==> src/rtl/mux4_rr_arbiter.sv <==
// mux4_rr_arbiter
// ---------------
// Round-robin arbiter that shares one 4:1 selection path among four
// requesters (a, b, c, d). The winning word goes into a single registered
// output slot that a downstream consumer drains.
//
// Ports:
//   clk        rising-edge clock
//   rst        synchronous, active-high reset
//   req[3:0]   per-source request (bit 0 = a ... bit 3 = d), level-sensitive
//   a,b,c,d    source data words (WIDTH bits each)
//   ack[3:0]   one-hot, combinational; high in the cycle the source's word
//              is captured into the output slot
//   s0, s1     combinational select {s1,s0} of the current winner
//   out_valid  registered; out_data holds an unconsumed word
//   out_data   registered selected word
//   out_src    registered index of the source that produced out_data
//   out_ready  consumer accepts out_data when out_valid && out_ready
//
// Handshake: a word moves from the slot to the consumer on every rising edge
// where out_valid && out_ready. out_valid never drops without such a
// transfer (except on reset), and out_data/out_src never change while
// out_valid is high and out_ready is low. The slot refills in the same edge
// it drains, so throughput is one word per cycle.

module mux4_rr_arbiter #(
  parameter int WIDTH = 8
) (
  input  logic             clk,
  input  logic             rst,
  input  logic [3:0]       req,
  input  logic [WIDTH-1:0] a,
  input  logic [WIDTH-1:0] b,
  input  logic [WIDTH-1:0] c,
  input  logic [WIDTH-1:0] d,
  output logic [3:0]       ack,
  output logic             s0,
  output logic             s1,
  output logic             out_valid,
  output logic [WIDTH-1:0] out_data,
  output logic [1:0]       out_src,
  input  logic             out_ready
);

  // Output slot occupancy; out_valid is a direct decode of this register.
  typedef enum logic {
    SLOT_EMPTY = 1'b0,
    SLOT_FULL  = 1'b1
  } slot_state_t;

  slot_state_t      state;
  slot_state_t      state_next;

  logic [1:0]       ptr;         // index of the last granted source
  logic [1:0]       winner;
  logic [1:0]       cand;
  logic             found;
  logic             any_req;
  logic             load;
  logic [WIDTH-1:0] mux_word;

  assign any_req = |req;

  // Search order ptr+1, ptr+2, ptr+3, ptr. The 2-bit sum wraps, so k = 4
  // lands back on ptr itself. With no request the result stays at ptr+1.
  always_comb begin
    winner = ptr + 2'd1;
    cand   = '0;
    found  = 1'b0;
    for (int k = 1; k <= 4; k++) begin
      cand = ptr + 2'(k);
      if (!found && req[cand]) begin
        winner = cand;
        found  = 1'b1;
      end
    end
  end

  assign s0 = winner[0];
  assign s1 = winner[1];

  // Capture whenever someone requests and the slot is empty or draining now.
  assign load = !rst && any_req && (state == SLOT_EMPTY || out_ready);
  assign ack  = load ? (4'b0001 << winner) : 4'b0000;

  // 4:1 data selection, {s1,s0} = 00 a, 01 b, 10 c, 11 d.
  always_comb begin
    mux_word = a;
    case (winner)
      2'd0:    mux_word = a;
      2'd1:    mux_word = b;
      2'd2:    mux_word = c;
      default: mux_word = d;
    endcase
  end

  always_comb begin
    state_next = state;
    if (load) begin
      state_next = SLOT_FULL;
    end else if (state == SLOT_FULL && out_ready) begin
      state_next = SLOT_EMPTY;
    end
  end

  // Reset leaves ptr at 3 so source 0 is first in line afterwards.
  always_ff @(posedge clk) begin
    if (rst) begin
      state    <= SLOT_EMPTY;
      ptr      <= 2'd3;
      out_data <= '0;
      out_src  <= 2'd0;
    end else begin
      state <= state_next;
      if (load) begin
        out_data <= mux_word;
        out_src  <= winner;
        ptr      <= winner;
      end
    end
  end

  assign out_valid = (state == SLOT_FULL);

endmodule

==> config.mk <==
export PLATFORM = sky130hd
export DESIGN_NAME = mux4_rr_arbiter
export DESIGN_NICKNAME = d
export VERILOG_FILES = /design/src/rtl/mux4_rr_arbiter.sv
export SDC_FILE = /design/constraint.sdc
export NUM_CORES = 1
export LEC_CHECK = 0
export BUFFER_PORTS_ARGS = -buffer_cell sky130_fd_sc_hd__buf_2
export CORE_ASPECT_RATIO = 1.25
export CORE_MARGIN = 3
export CORE_UTILIZATION = 41
export DETAILED_ROUTE_END_ITERATION = 16
export PLACE_DENSITY_LB_ADDON = 0.2
export RECOVER_POWER = 25
export SLEW_MARGIN = 20
export SYNTH_ARGS = -nofsm -noshare
export SYNTH_HDL_FRONTEND = slang
export SYNTH_SLANG_ARGS = --single-unit
==> constraint.sdc <==
create_clock -name clk -period 2.3 [get_ports clk]
set_clock_uncertainty 0.2 [all_clocks]
set_input_delay 0.46 -clock clk [delete_from_list [all_inputs] [get_ports clk]]
set_output_delay 0.46 -clock clk [all_outputs]
set_load 0.02 [all_outputs]
==> impl_results.md <==
- Status: finished with violations
- Violated checks: negative setup slack
- Async SR Flop Fraction: 0
- Number of synthesized flops with an enable pin: 0
- Hold-fix buffers, CTS: 0
- Endpoint, Worst Hold: out_valid
- Antenna viol nets, final: 0
- TritonCTS clock tree: yes
- Worst R2R Start: ptr[0]
- Clk buf depth: 2
- H-tree depth: 1
- Hold Startpoint: rst
- First-pass GRT wire length: 4609 um
- Initial core utilization: 0.4395
- Slew Viols, Final: 0
- #FFs+latches synth: 13
- DR iter-0 viols: 24
- Synth unique cells: 31
- Share of layout cells above drive strength 1: 0.5444
- Max-slew headroom: 0.5873
- Worst-Margin Slew: ~0.62 ns
- Seq/Total Area, Yosys: 0.2955
- Most area-hungry cell type in the Yosys netlist: dfxtp_1
- Pre-antenna DRT Iters: 4
- Power Density: 593.2 nW/um^2
- Worst Hold Class: input pin to register
- R2R Setup Slk: 0.26 ns
- Critical Path RT: 1.64 ns
- # setup viols final: 3
- Max-cap viol count: 0
- Tmin final: 2.314 ns
- Synthesized cell area: 880.8 sq um
- Chip height: 57.82 um
- Hold Path Depth: 2
- Detailed-placement wirelength estimate: 2312 um
- Die width: 47.46 um
- Largest cells by area after synthesis: dfxtp_1 30%, nor4b_1 8.0%, a211oi_2 5.7%
- Via count: 1140
- Reg clk slew, reported paths: 0.08 ns
- Primary FF master, synth: dfxtp_1
- Fmax: 0.4322 GHz
- Dpl cell area: 1361 sq um
- RSZ-0062 raised after global routing: yes
- CP startpoint kind: register
- # diodes: 0
- Inst Count DP: around 190
- DRC: 0
- Core area: around 2000 sq um
- Syn Area/Cell: 8.470 sq um
- Routed WL per cell: 14.60 um
- Initial antenna violation count: 0
- Clk_lat worst skew: 0.28 ns
- Synthesized instance count: around 100
- Crit-path max FO: 8
- CP Capture Type: primary output
- Most common cell after layout, fill and taps aside: buf_2
- Maximum number of pins on one net before global-route repair: 9
- Post-Layout Cell Count: 200
- Rows: 18
- CTS buffer count: 3
- Post-layout util: 0.7228
- Overflow left after global routing: 0
- Clock Tree Root: clkbuf_4
- Post-route cell area: 1449 sq um
- Worst reg2reg path depth: 7
- Setup ws final: -0.01354 ns
- Post-synth top area share: 0.2955
- Final net count: 220
- Syn_nets: approximately 140
- IO buf count: 55
- Synth-to-layout area growth: 64.49%
- Worst r2r dst: out_data[6]
- Max rail drop VDD: about 0.43 mV
- DIE AREA: between 2000 and 3000 sq um
- Fin. Hold Viols: 0
- Routability cong.: 0.7621
- Setup TNS: -0.03152 ns
- Warnings, synthesis: 0
- Most frequent cells in the layout: 44 x buf_2, 23 x buf_4, 11 x dfxtp_1
- WP data arrival: 1.65 ns
- GR Util All Layers: 0.2262
- Vias per Instance: 5.700
- Leak Pwr: 0.0006494 uW
- Vias in the first global route: around 1100
- Post-Route WL: 2920 um
- Crit Path Class: register to primary output
- Tcrit/Tclk final: 1.006
- Clk sinks: 13
- Top Ports: 56
## registers in the layout, summed over array words and instances, names as in the netlist
register and flops:
out_data 8, out_valid 1, ptr 2, out_src 2
## cells by family (layout without fill, tap and decap cells)
logic type	after synthesis	in the layout	share of synthesized area
flip-flops	13	13	0.2955
buffers and inverters	7	83	0.04404
XOR/XNOR	1	1	0.009945
AO/OA/AOI/OAI	38	38	0.3494
AND/OR/NAND/NOR	45	45	0.3011
## routing by layer
metal / wire length [um] / GRT usage / vias to the layer above
li1: - / - / 557
met1: 1166 / 0.2519 / 523
met2: 1533 / 0.4023 / 54
met3: 169 / 0.03106 / 6
met4: 49 / 0.09881 / 0
met5: 0 / 0 / -
## power by group
part / total [uW] / internal [uW] / switching (uW)
Combinational: 431 / 198 / 233
Clock: 150 / 67.4 / 82.7
Sequential: 279 / 258 / 20.3
## metrics by stage
step	setup slack, ns	total power (uW)	hold slack, ns
after floorplan	0.0006669	546.2	0.3294
after global placement	-0.1712	673.9	0.2302
after detailed placement	-0.2353	688.2	0.2424
after CTS	-0.01777	865.9	0.2148
after global routing	-0.07492	906.8	0.2297
final	-0.01354	859.5	0.2263
## critical path, stage by stage, from the launching register on
cell	delay [ns]
dfxtp_4	0.40
nor3b_4	0.22
nor3_4	0.05
or3_4	0.39
nor3b_4	0.18
buf_6	0.13
## Yosys cell counts, drive strengths merged, types with 2 or more instances
master,number
nand2,10
o22ai,8
a31oi,2
a21oi,4
nor2,9
buf,3
inv,2
nand2b,6
clkbuf,2
dfxtp,13
a211oi,10
nor3b,4
o31ai,8
or3,2
nor3,5
nor4b,8
## cell type report
cell class / instances / area (sq um)
well taps: 20 / 25.02
fillers: 161 / 555.5
multi-input cells: 84 / 660.6
repair buffers: 77 / 464.2
clock buffers: 4 / 26.28
flip-flops and latches: 13 / 265.3
inverters: 2 / 7.507
## how the worst max path moves through the flow
stage	startpoint	endpoint	slack [ns]	cells after the start
finish	ptr[0]	ack[1]	-0.01	5
global route	ptr[0]	ack[1]	-0.07	5
CTS	ptr[0]	ack[1]	-0.02	5
detailed placement	req[1]	ack[2]	-0.24	7
global placement	req[1]	ack[2]	-0.17	7
floorplan	req[1]	ack[3]	0.0007	6
## what timing repair did
item                                    in CTS  in global routing
gates resized for setup                     17                  1
endpoints found under the setup margin       6                  4
buffers inserted                             2                  0
pin swaps                                    6                  0
hold endpoints to repair                     0                  0
(Power assumes the default switching activity.)
